[config.mk]
export PLATFORM = sky130hd
export DESIGN_NAME = sample_stream_fifo
export DESIGN_NICKNAME = d
export VERILOG_FILES = /design/src/rtl/sample_stream_fifo.sv
export SDC_FILE = /design/constraint.sdc
export NUM_CORES = 1
export LEC_CHECK = 0
export ABC_AREA = 0
export CORE_ASPECT_RATIO = 0.5
export CORE_MARGIN = 5
export CORE_UTILIZATION = 54
export CTS_BUF_LIST = sky130_fd_sc_hd__clkbuf_2
export DETAILED_ROUTE_END_ITERATION = 6
export PLACE_DENSITY = 0.8
export SLEW_MARGIN = 20
export SYNTH_ARGS = -nofsm -noshare
export SYNTH_HDL_FRONTEND = slang
export SYNTH_SLANG_ARGS = --single-unit
[constraint.sdc]
create_clock -name clk -period 2.7 [get_ports clk]
set_input_delay 0.27 -clock clk [delete_from_list [all_inputs] [get_ports clk]]
set_output_delay 0.27 -clock clk [all_outputs]
set_load 0.01 [all_outputs]
[src/rtl/sample_stream_fifo.sv]
`default_nettype none
// ============================================================================
// Module   : sample_stream_fifo
// Purpose  : Valid/ready stream FIFO with DEPTH entries. Output data is read
//            straight from registered storage, and ready is a registered flag,
//            so there is no combinational path from input to output.
//            An accepted beat into an empty FIFO is presented on the next
//            cycle.
// Revision : 1.0 - initial release
// ----------------------------------------------------------------------------
// Parameters
//   DATA_WIDTH : payload width in bits (1..128)
//   DEPTH      : number of storage entries (power of two, 2..256)
//   CNT_WIDTH  : width of the statistics counters
// Ports
//   clk              in   1            sole clock, rising edge
//   reset            in   1            synchronous active-high reset
//   stream_in_valid  in   1            producer has a beat
//   stream_in_ready  out  1            FIFO can accept a beat
//   stream_in_data   in   DATA_WIDTH   input payload
//   stream_out_valid out  1            FIFO presents a beat
//   stream_out_ready in   1            consumer takes the beat
//   stream_out_data  out  DATA_WIDTH   oldest stored entry
//   level            out  log2(D)+1    number of entries held
//   full             out  1            level == DEPTH
//   empty            out  1            level == 0
//   in_beats         out  CNT_WIDTH    saturating count of accepted beats
//   out_beats        out  CNT_WIDTH    saturating count of delivered beats
// Build option
//   SAMPLE_STREAM_FIFO_STATS_EN : when defined, adds in_beats / out_beats and
//                                 their counters; when undefined they are
//                                 absent.
// ============================================================================
module sample_stream_fifo #(
    parameter int DATA_WIDTH = 8,
    parameter int DEPTH      = 4,
    parameter int CNT_WIDTH  = 16
) (
    input  logic                        clk,
    input  logic                        reset,
    input  logic                        stream_in_valid,
    output logic                        stream_in_ready,
    input  logic [DATA_WIDTH-1:0]       stream_in_data,
    output logic                        stream_out_valid,
    input  logic                        stream_out_ready,
    output logic [DATA_WIDTH-1:0]       stream_out_data,
    output logic [$clog2(DEPTH):0]      level,
    output logic                        full,
    output logic                        empty
`ifdef SAMPLE_STREAM_FIFO_STATS_EN
    ,
    output logic [CNT_WIDTH-1:0]        in_beats,
    output logic [CNT_WIDTH-1:0]        out_beats
`endif
);

    localparam int C_AW = $clog2(DEPTH);
    localparam int C_LW = C_AW + 1;

    localparam logic [C_AW-1:0] C_PTR_ONE = C_AW'(1);
    localparam logic [C_LW-1:0] C_LVL_ONE = C_LW'(1);
    localparam logic [C_LW-1:0] C_LVL_MAX = C_LW'(DEPTH);

    // ------------------------------------------------------------------------
    // State
    // ------------------------------------------------------------------------
    logic [DATA_WIDTH-1:0] mem_q [DEPTH];
    logic [C_AW-1:0]       wr_ptr_q, wr_ptr_d;
    logic [C_AW-1:0]       rd_ptr_q, rd_ptr_d;
    logic [C_LW-1:0]       level_q,  level_d;
    // Ready is its own register so it can stay low throughout reset and
    // rise on the first clean edge, independent of the consumer side.
    logic                  in_ready_q, in_ready_d;

    logic w_accept;
    logic w_deliver;

    // No transfer of either kind is allowed to happen in a reset cycle.
    assign w_accept  = stream_in_valid  && in_ready_q           && !reset;
    assign w_deliver = stream_out_ready && (level_q != '0)      && !reset;

    // ------------------------------------------------------------------------
    // Next-state logic
    // ------------------------------------------------------------------------
    always_comb begin
        wr_ptr_d   = wr_ptr_q;
        rd_ptr_d   = rd_ptr_q;
        level_d    = level_q;
        in_ready_d = in_ready_q;

        // Pointers are exactly log2(DEPTH) bits, so the increment wraps
        // from DEPTH-1 to 0 on its own.
        if (w_accept) begin
            wr_ptr_d = wr_ptr_q + C_PTR_ONE;
        end
        if (w_deliver) begin
            rd_ptr_d = rd_ptr_q + C_PTR_ONE;
        end

        case ({w_accept, w_deliver})
            2'b10:   level_d = level_q + C_LVL_ONE;
            2'b01:   level_d = level_q - C_LVL_ONE;
            default: level_d = level_q;
        endcase

        in_ready_d = (level_d != C_LVL_MAX);
    end

    // ------------------------------------------------------------------------
    // Control registers
    // ------------------------------------------------------------------------
    always_ff @(posedge clk) begin
        if (reset) begin
            wr_ptr_q   <= '0;
            rd_ptr_q   <= '0;
            level_q    <= '0;
            in_ready_q <= 1'b0;
        end else begin
            wr_ptr_q   <= wr_ptr_d;
            rd_ptr_q   <= rd_ptr_d;
            level_q    <= level_d;
            in_ready_q <= in_ready_d;
        end
    end

    // Storage is not reset; stale contents are unreachable once level is 0.
    always_ff @(posedge clk) begin
        if (w_accept) begin
            mem_q[wr_ptr_q] <= stream_in_data;
        end
    end

    // ------------------------------------------------------------------------
    // Outputs (all taken from registered state)
    // ------------------------------------------------------------------------
    assign stream_in_ready  = in_ready_q;
    assign stream_out_valid = (level_q != '0);
    assign stream_out_data  = mem_q[rd_ptr_q];
    assign level            = level_q;
    assign full             = (level_q == C_LVL_MAX);
    assign empty            = (level_q == '0);

    // ------------------------------------------------------------------------
    // Statistics counters
    // ------------------------------------------------------------------------
`ifdef SAMPLE_STREAM_FIFO_STATS_EN
    localparam logic [CNT_WIDTH-1:0] C_CNT_ONE = CNT_WIDTH'(1);

    logic [CNT_WIDTH-1:0] in_beats_q,  in_beats_d;
    logic [CNT_WIDTH-1:0] out_beats_q, out_beats_d;

    // Both counters stick at all-ones rather than wrapping.
    always_comb begin
        in_beats_d  = in_beats_q;
        out_beats_d = out_beats_q;
        if (w_accept && (in_beats_q != '1)) begin
            in_beats_d = in_beats_q + C_CNT_ONE;
        end
        if (w_deliver && (out_beats_q != '1)) begin
            out_beats_d = out_beats_q + C_CNT_ONE;
        end
    end

    always_ff @(posedge clk) begin
        if (reset) begin
            in_beats_q  <= '0;
            out_beats_q <= '0;
        end else begin
            in_beats_q  <= in_beats_d;
            out_beats_q <= out_beats_d;
        end
    end

    assign in_beats  = in_beats_q;
    assign out_beats = out_beats_q;
`else
    // Counter width has no consumer in this build.
    logic unused_cnt_cfg;
    assign unused_cnt_cfg = (CNT_WIDTH > 0);
`endif

endmodule
`default_nettype wire

==> metrics.yaml, run 1 <==
status: "complete, no violations"
peakVddDrop_v: 0.000312
yosysWarnings: 0
seq_area_um2: 1160
vias: 905
start_kind: "register"
grt_usage: 0.148
grt_pass1_vias: 958
clk-insertion-delay-late_ns: 0.37
p_leak_nw: 0.690
fmax_mhz: 412
cts_resized: 0
cp.arrival_ns: 2.16
htree_levels: 2
dieArea_um2: 4400
skew_ns: 0.00944
ys_top_cells_by_area: "edfxtp_1, dfxtp_1, mux4_2, ha_1, xor2_1"
cpPeakStageDelay_ns: 0.70
slew_violations: 0
row_count: 14
cts.sinks: 42
ctsHoldBuffers: 0
p_per_area_nw_per_um2: 629
fp.dieW_um: 89.0
detail_route.wl_per_cell_um: 16.3
synth.top_cell.area_share: 0.571
wl_um: 2830
first_pass_iters: 4
die_h_um: 49.5
syn_nets: 119
crit_buf_inv: 1
rsz0062_at_grt: "false"
reg2reg_from: "level[0]$_SDFF_PP0_"
holdWs_ns: 0.510
gr-total-overflow: 0
synth_seq_cells: 42
dp_hpwl_um: 2080
hold_start: "stream_in_data[6]"
crit_fanout: 8
drv_cap: 0
slowest_stage: "dfxtp_1"
max-slew-margin-rel: 0.633
hold_path_class: "input port to register"
cts_tree: "yes"
netlist_area_um2: 1680
tightest_slew_ns: 0.550
start_util: 0.562
netlist_instances: 101
n_fill_cell: 219
clockBufferDepth: 2
synth.most_common_cell: "edfxtp_1"
portBuffers: 26
post_cts_buffers: 0
grt_start_max_net_pins: 13
end_kind: "primary output"
postRouteAntennaNets: 0
ys_types: 26
period_minus_slack_ns: 2.43
setup_violations: 0
synth_largest_area_cell: "edfxtp_1"
ys_async_sr_fraction: 0
io_pins: 27
fin_setup_tns_ns: 0
core_um2: 3000
place_congestion: 0.856
drive_gt1_frac: 0.149
synthTopCellsByCount: "edfxtp_1, dfxtp_1, mux4_2, nor2_1, inv_1"
drt_iter0_drc: 61
cts-root-buf: "clkbuf_2"
cts_buffers: 5
crit_chain: "mux4_2, clkdlybuf4s50_1"
grt_antenna_before_repair: 0
cts.clk_slew.worst_paths_ns: 0.18
synth_ff_type: "edfxtp_1"
crit_family: "flip-flops"
critPathRequiredTime_ns: 2.43
synthToLayoutAreaGrowth_pct: 20.9
grt_pass1_wl_um: 4660
hold_violations: 0
period_share: 0.899
synth.avg_cell_area_um2: 16.7
nets: 151
drcViolationCount: 0
synth_edf_count: 32
path_class: "register to primary output"
seq_area_frac_synth: 0.689
multi_input_area_um2: 484
routed_via_density: 5.20
diodes: 0
## registers in the layout (all words and copies together), names as in the netlist, named ones only
signal	flops
wr_ptr_q	2
level	3
mem_q	32
stream_in_ready	1
rd_ptr_q	2
## routing by layer
layer  share of wire  GRT usage  up-vias
li1                -          -      439
met1            0.45      0.198      439
met2            0.49      0.222       25
met3           0.044     0.0449        2
met4          0.0074     0.0668        0
met5               0          0        -
## layout by cell type (no fill, tap or decap)
master           instances
a21oi_1                  2
buf_4                    2
inv_1                    7
clkbuf_2                 6
xor2_1                   4
and3_1                   1
clkdlybuf4s50_1         26
and2b_4                  1
mux4_2                   8
nand3_1                  2
or3_1                    2
edfxtp_1                32
a211oi_1                 1
dfxtp_1                 10
or4b_1                   1
and2_1                   4
ha_1                     5
nor3b_1                  1
a211o_2                  1
o311ai_1                 1
o31ai_2                  1
nor2_1                   8
fa_1                     1
nand2_1                  2
xnor2_1                  1
o21ai_0                  2
clkinv_2                 1
clkinv_1                 1
## power breakdown
group	switching [mW]	internal (mW)
logic	0.107	0.161
clock network	0.178	0.0638
registers	0.0419	0.729
## final timing paths
check / to / slack, ns / depth (start not counted)
setup reg to reg: stream_in_ready$_SDFF_PP0_ / 0.51 / 8
hold / removal: mem_q[0][6]$_DFFE_PP_ / 0.51 / 1
hold reg to reg: wr_ptr_q[1]$_SDFFE_PP0P_ / 0.51 / 2
setup / recovery: stream_out_data[6] / 0.27 / 2
## per-stage QoR
step	util	power, mW	cells	instance area, µm²	setup slack [ns]
5_1_grt	0.680	1.36	174	2040	0.102
3_5_place_dp	0.667	1.06	166	2000	0.239
2_1_floorplan	-	0.925	101	1680	0.654
3_3_place_gp	0.667	1.05	166	2000	0.318
6_report	0.680	1.28	174	2040	0.274
4_1_cts	0.680	1.29	174	2040	0.211
## cell families after synthesis
group                    after synthesis  synth area share
adder cells (fa/ha/maj)                6            0.0490
multiplexers                           8             0.107
buffers and inverters                 10            0.0230
AO/OA/AOI/OAI                          8            0.0349
AND/OR/NAND/NOR                       22            0.0706
XOR/XNOR                               5            0.0260
flip-flops                            42             0.689
## cell type report
type	instances	share of cell area
Timing Repair Buffer	28	0.135
Clock buffer	6	0.0148
Tap cell	40	0.0246
Multi-Input combinational cell	49	0.238
Inverter	7	0.0129
Clock inverter	2	0.00430
Sequential cell	42	0.570
Power figures use the tool's default switching activity.
==> run 2: changes to the inputs <==
- CELL_PAD_IN_SITES_DETAIL_PLACEMENT: not set -> 0
- CELL_PAD_IN_SITES_GLOBAL_PLACEMENT: not set -> 1
- CORE_UTILIZATION: 54 -> 46
- PLACE_DENSITY: 0.8 -> not set
- PLACE_DENSITY_LB_ADDON: not set -> 0.1
==> run 2 against run 1 <==
  * Clock skew grew 0.013 ns
  * Sequential power barely moved
  * Cell count up 5.7%
  * Setup slack improved by 0.0050 ns
  * Largest power group unchanged
  * Clock-buffer cell count stayed put
  * Maximum frequency up 0.21%
  * Highest routed layer unchanged
  * Combinational power about the same
  * Clock power up 46%
  * Global-route usage shrank 2.2 points
  * Critical path depth stayed put
  * Wire length is 4.2% lower
==> metrics.yaml, run 2 (synthesis gave the netlist of run 1 again) <==
slew_violations: 0  # unchanged
regMostFlops: "mem_q"  # unchanged
ctsHoldBuffers: 0  # unchanged
rrSetupSlack_ns: 0.54  # was 0.51 ns
end_kind: "primary output"  # unchanged
met3_usage: 0.0603  # was 0.0449
status: "complete, no violations"  # unchanged
netSwitchingFraction: 0.245  # was 0.255
diodes: 0  # unchanged
cp.arrival_ns: 2.15  # was 2.16 ns
grt_antenna_before_repair: 0  # unchanged
die_h_um: 52.8  # was 49.5 µm
skew_ns: 0.0220  # was 0.00944 ns
path_class: "register to primary output"  # unchanged
postRouteAntennaNets: 0  # unchanged
r2r_end: "stream_in_ready$_SDFF_PP0_"  # unchanged
synthToLayoutAreaGrowth_pct: 23.0  # was 20.9%
clockBufferDepth: 2  # unchanged
grt_use_met1: 0.151  # was 0.198
drt_iter0_drc: 35  # was 61
p_total_mw: 1.39  # was 1.28 mW
cts.sinks: 42  # unchanged
dieArea_um2: 5040  # was 4400 µm²
htree_levels: 2  # unchanged
reg2reg_from: "level[0]$_SDFF_PP0_"  # unchanged
hold_violations: 0  # unchanged
row_count: 15  # was 14
gr-usage-met2: 0.200  # was 0.222
seq_power_share: 0.553  # was 0.602
cts_buffers: 5  # unchanged
utilization: 0.596  # was 0.680
post_cts_buffers: 0  # unchanged
cts-root-buf: "clkbuf_2"  # unchanged
p_int_mw: 1.05  # was 0.954 mW
rsz0062_at_grt: "false"  # unchanged
setup_violations: 0  # unchanged
cts_tree: "yes"  # unchanged
grt_pass1_vias: 973  # was 958
p_comb_frac: 0.192  # was 0.209
period_share: 0.897  # was 0.899
hold_path_class: "input port to register"  # unchanged
vias: 889  # was 905
drive_gt1_frac: 0.150  # was 0.149
drcViolationCount: 0  # unchanged
detail_route.wl_per_cell_um: 14.8  # was 16.3 µm
period_minus_slack_ns: 2.42  # was 2.43 ns
p_per_area_nw_per_um2: 672  # was 629 nW/µm²
cts_resized: 0  # unchanged
portBuffers: 26  # unchanged
io_pins: 27  # unchanged
start_kind: "register"  # unchanged
p_leak_nw: 0.694  # was 0.690 nW
grt.busiest_layer: "met2"  # unchanged
routed_via_density: 4.83  # was 5.20
start_util: 0.485  # was 0.562
cts.clk_slew.worst_paths_ns: 0.19  # was 0.18 ns
place_congestion: 0.818  # was 0.856
crit_end: "stream_out_data[1]"  # was stream_out_data[6]
critPathRequiredTime_ns: 2.43  # about the same
p_switching_mw: 0.341  # was 0.327 mW
wl_um: 2720  # was 2830 µm
first_pass_iters: 4  # unchanged
fp.dieW_um: 95.6  # was 89.0 µm
tightest_slew_ns: 0.547  # was 0.550 ns
max-slew-margin-rel: 0.635  # was 0.633
reg2reg_depth: 8  # unchanged
nets: 150  # was 151
mostFrequentLayoutCells: "edfxtp_1, clkdlybuf4s50_1, dfxtp_1, nor2_1, mux4_2"  # unchanged
drv_cap: 0  # unchanged
largest_register_ffs: 32  # unchanged
clk-insertion-delay-late_ns: 0.39  # was 0.37 ns
fin_setup_tns_ns: 0  # unchanged
grt_usage: 0.125  # was 0.148
grt_pass1_wl_um: 4510  # was 4660 µm
peakVddDrop_v: 0.000304  # was 0.000312 V
core_um2: 3470  # was 3000 µm²
crit_fanout: 8  # unchanged
clkPwrFrac: 0.255  # was 0.189
final_common_cell: "edfxtp_1"  # unchanged
fmax_mhz: 413  # was 412 MHz
gr-total-overflow: 0  # unchanged
grt_start_max_net_pins: 14  # was 13
dp_hpwl_um: 1900  # was 2080 µm
[run 2: worst min-delay path by stage]
stage                               endpoint  cells after the start                  startpoint  slack, ns
floorplan              mem_q[0][0]$_DFFE_PP_                      0           stream_in_data[0]       0.37
global placement    wr_ptr_q[1]$_SDFFE_PP0P_                      2    wr_ptr_q[1]$_SDFFE_PP0P_       0.50
detailed placement  wr_ptr_q[1]$_SDFFE_PP0P_                      2  stream_in_ready$_SDFF_PP0_       0.50
CTS                 wr_ptr_q[1]$_SDFFE_PP0P_                      3             stream_in_valid       0.46
global route           mem_q[1][5]$_DFFE_PP_                      1           stream_in_data[5]       0.45
finish              wr_ptr_q[1]$_SDFFE_PP0P_                      3             stream_in_valid       0.47
[run 2: layout make-up]
type | count | area, µm²
inverter | 7 | 26.3
clock inverter | 2 | 37.5
clock buffer | 6 | 30.0
fill | 275 | 1400
multi-input combinational | 49 | 484
tap | 51 | 63.8
timing repair buffer | 27 | 268
sequential | 42 | 1160
[run 2: stage by stage]
step | hold WS (ns) | instance area, µm² | std cells | worst slack, ns
floorplan | 0.369 | 1680 | 101 | 0.654
detailed placement | 0.501 | 2000 | 176 | 0.209
finish | 0.474 | 2070 | 184 | 0.279
global placement | 0.499 | 2000 | 176 | 0.199
CTS | 0.456 | 2070 | 184 | 0.197
global route | 0.451 | 2070 | 184 | 0.0786
[run 2: critical path: stages (launching register included)]
cell	delay, ns
dfxtp_1	0.71
mux4_2	0.58
clkdlybuf4s50_1	0.49
[run 2: metal layers]
layer  vias up  share of wire  routed length [µm]
li1        437              -                   -
met1       424           0.44                1200
met2        25           0.47                1270
met3         3          0.085                 230
met4         0         0.0044                  12
met5         -              0                   0
[run 2: power groups by stage]
stage | logic, mW | clock network (mW) | registers [mW]
2_1_floorplan | 0.158 | 0 | 0.767
3_3_place_gp | 0.270 | 0 | 0.787
3_5_place_dp | 0.271 | 0 | 0.786
4_1_cts | 0.273 | 0.367 | 0.772
5_1_grt | 0.294 | 0.400 | 0.779
6_report | 0.267 | 0.354 | 0.770
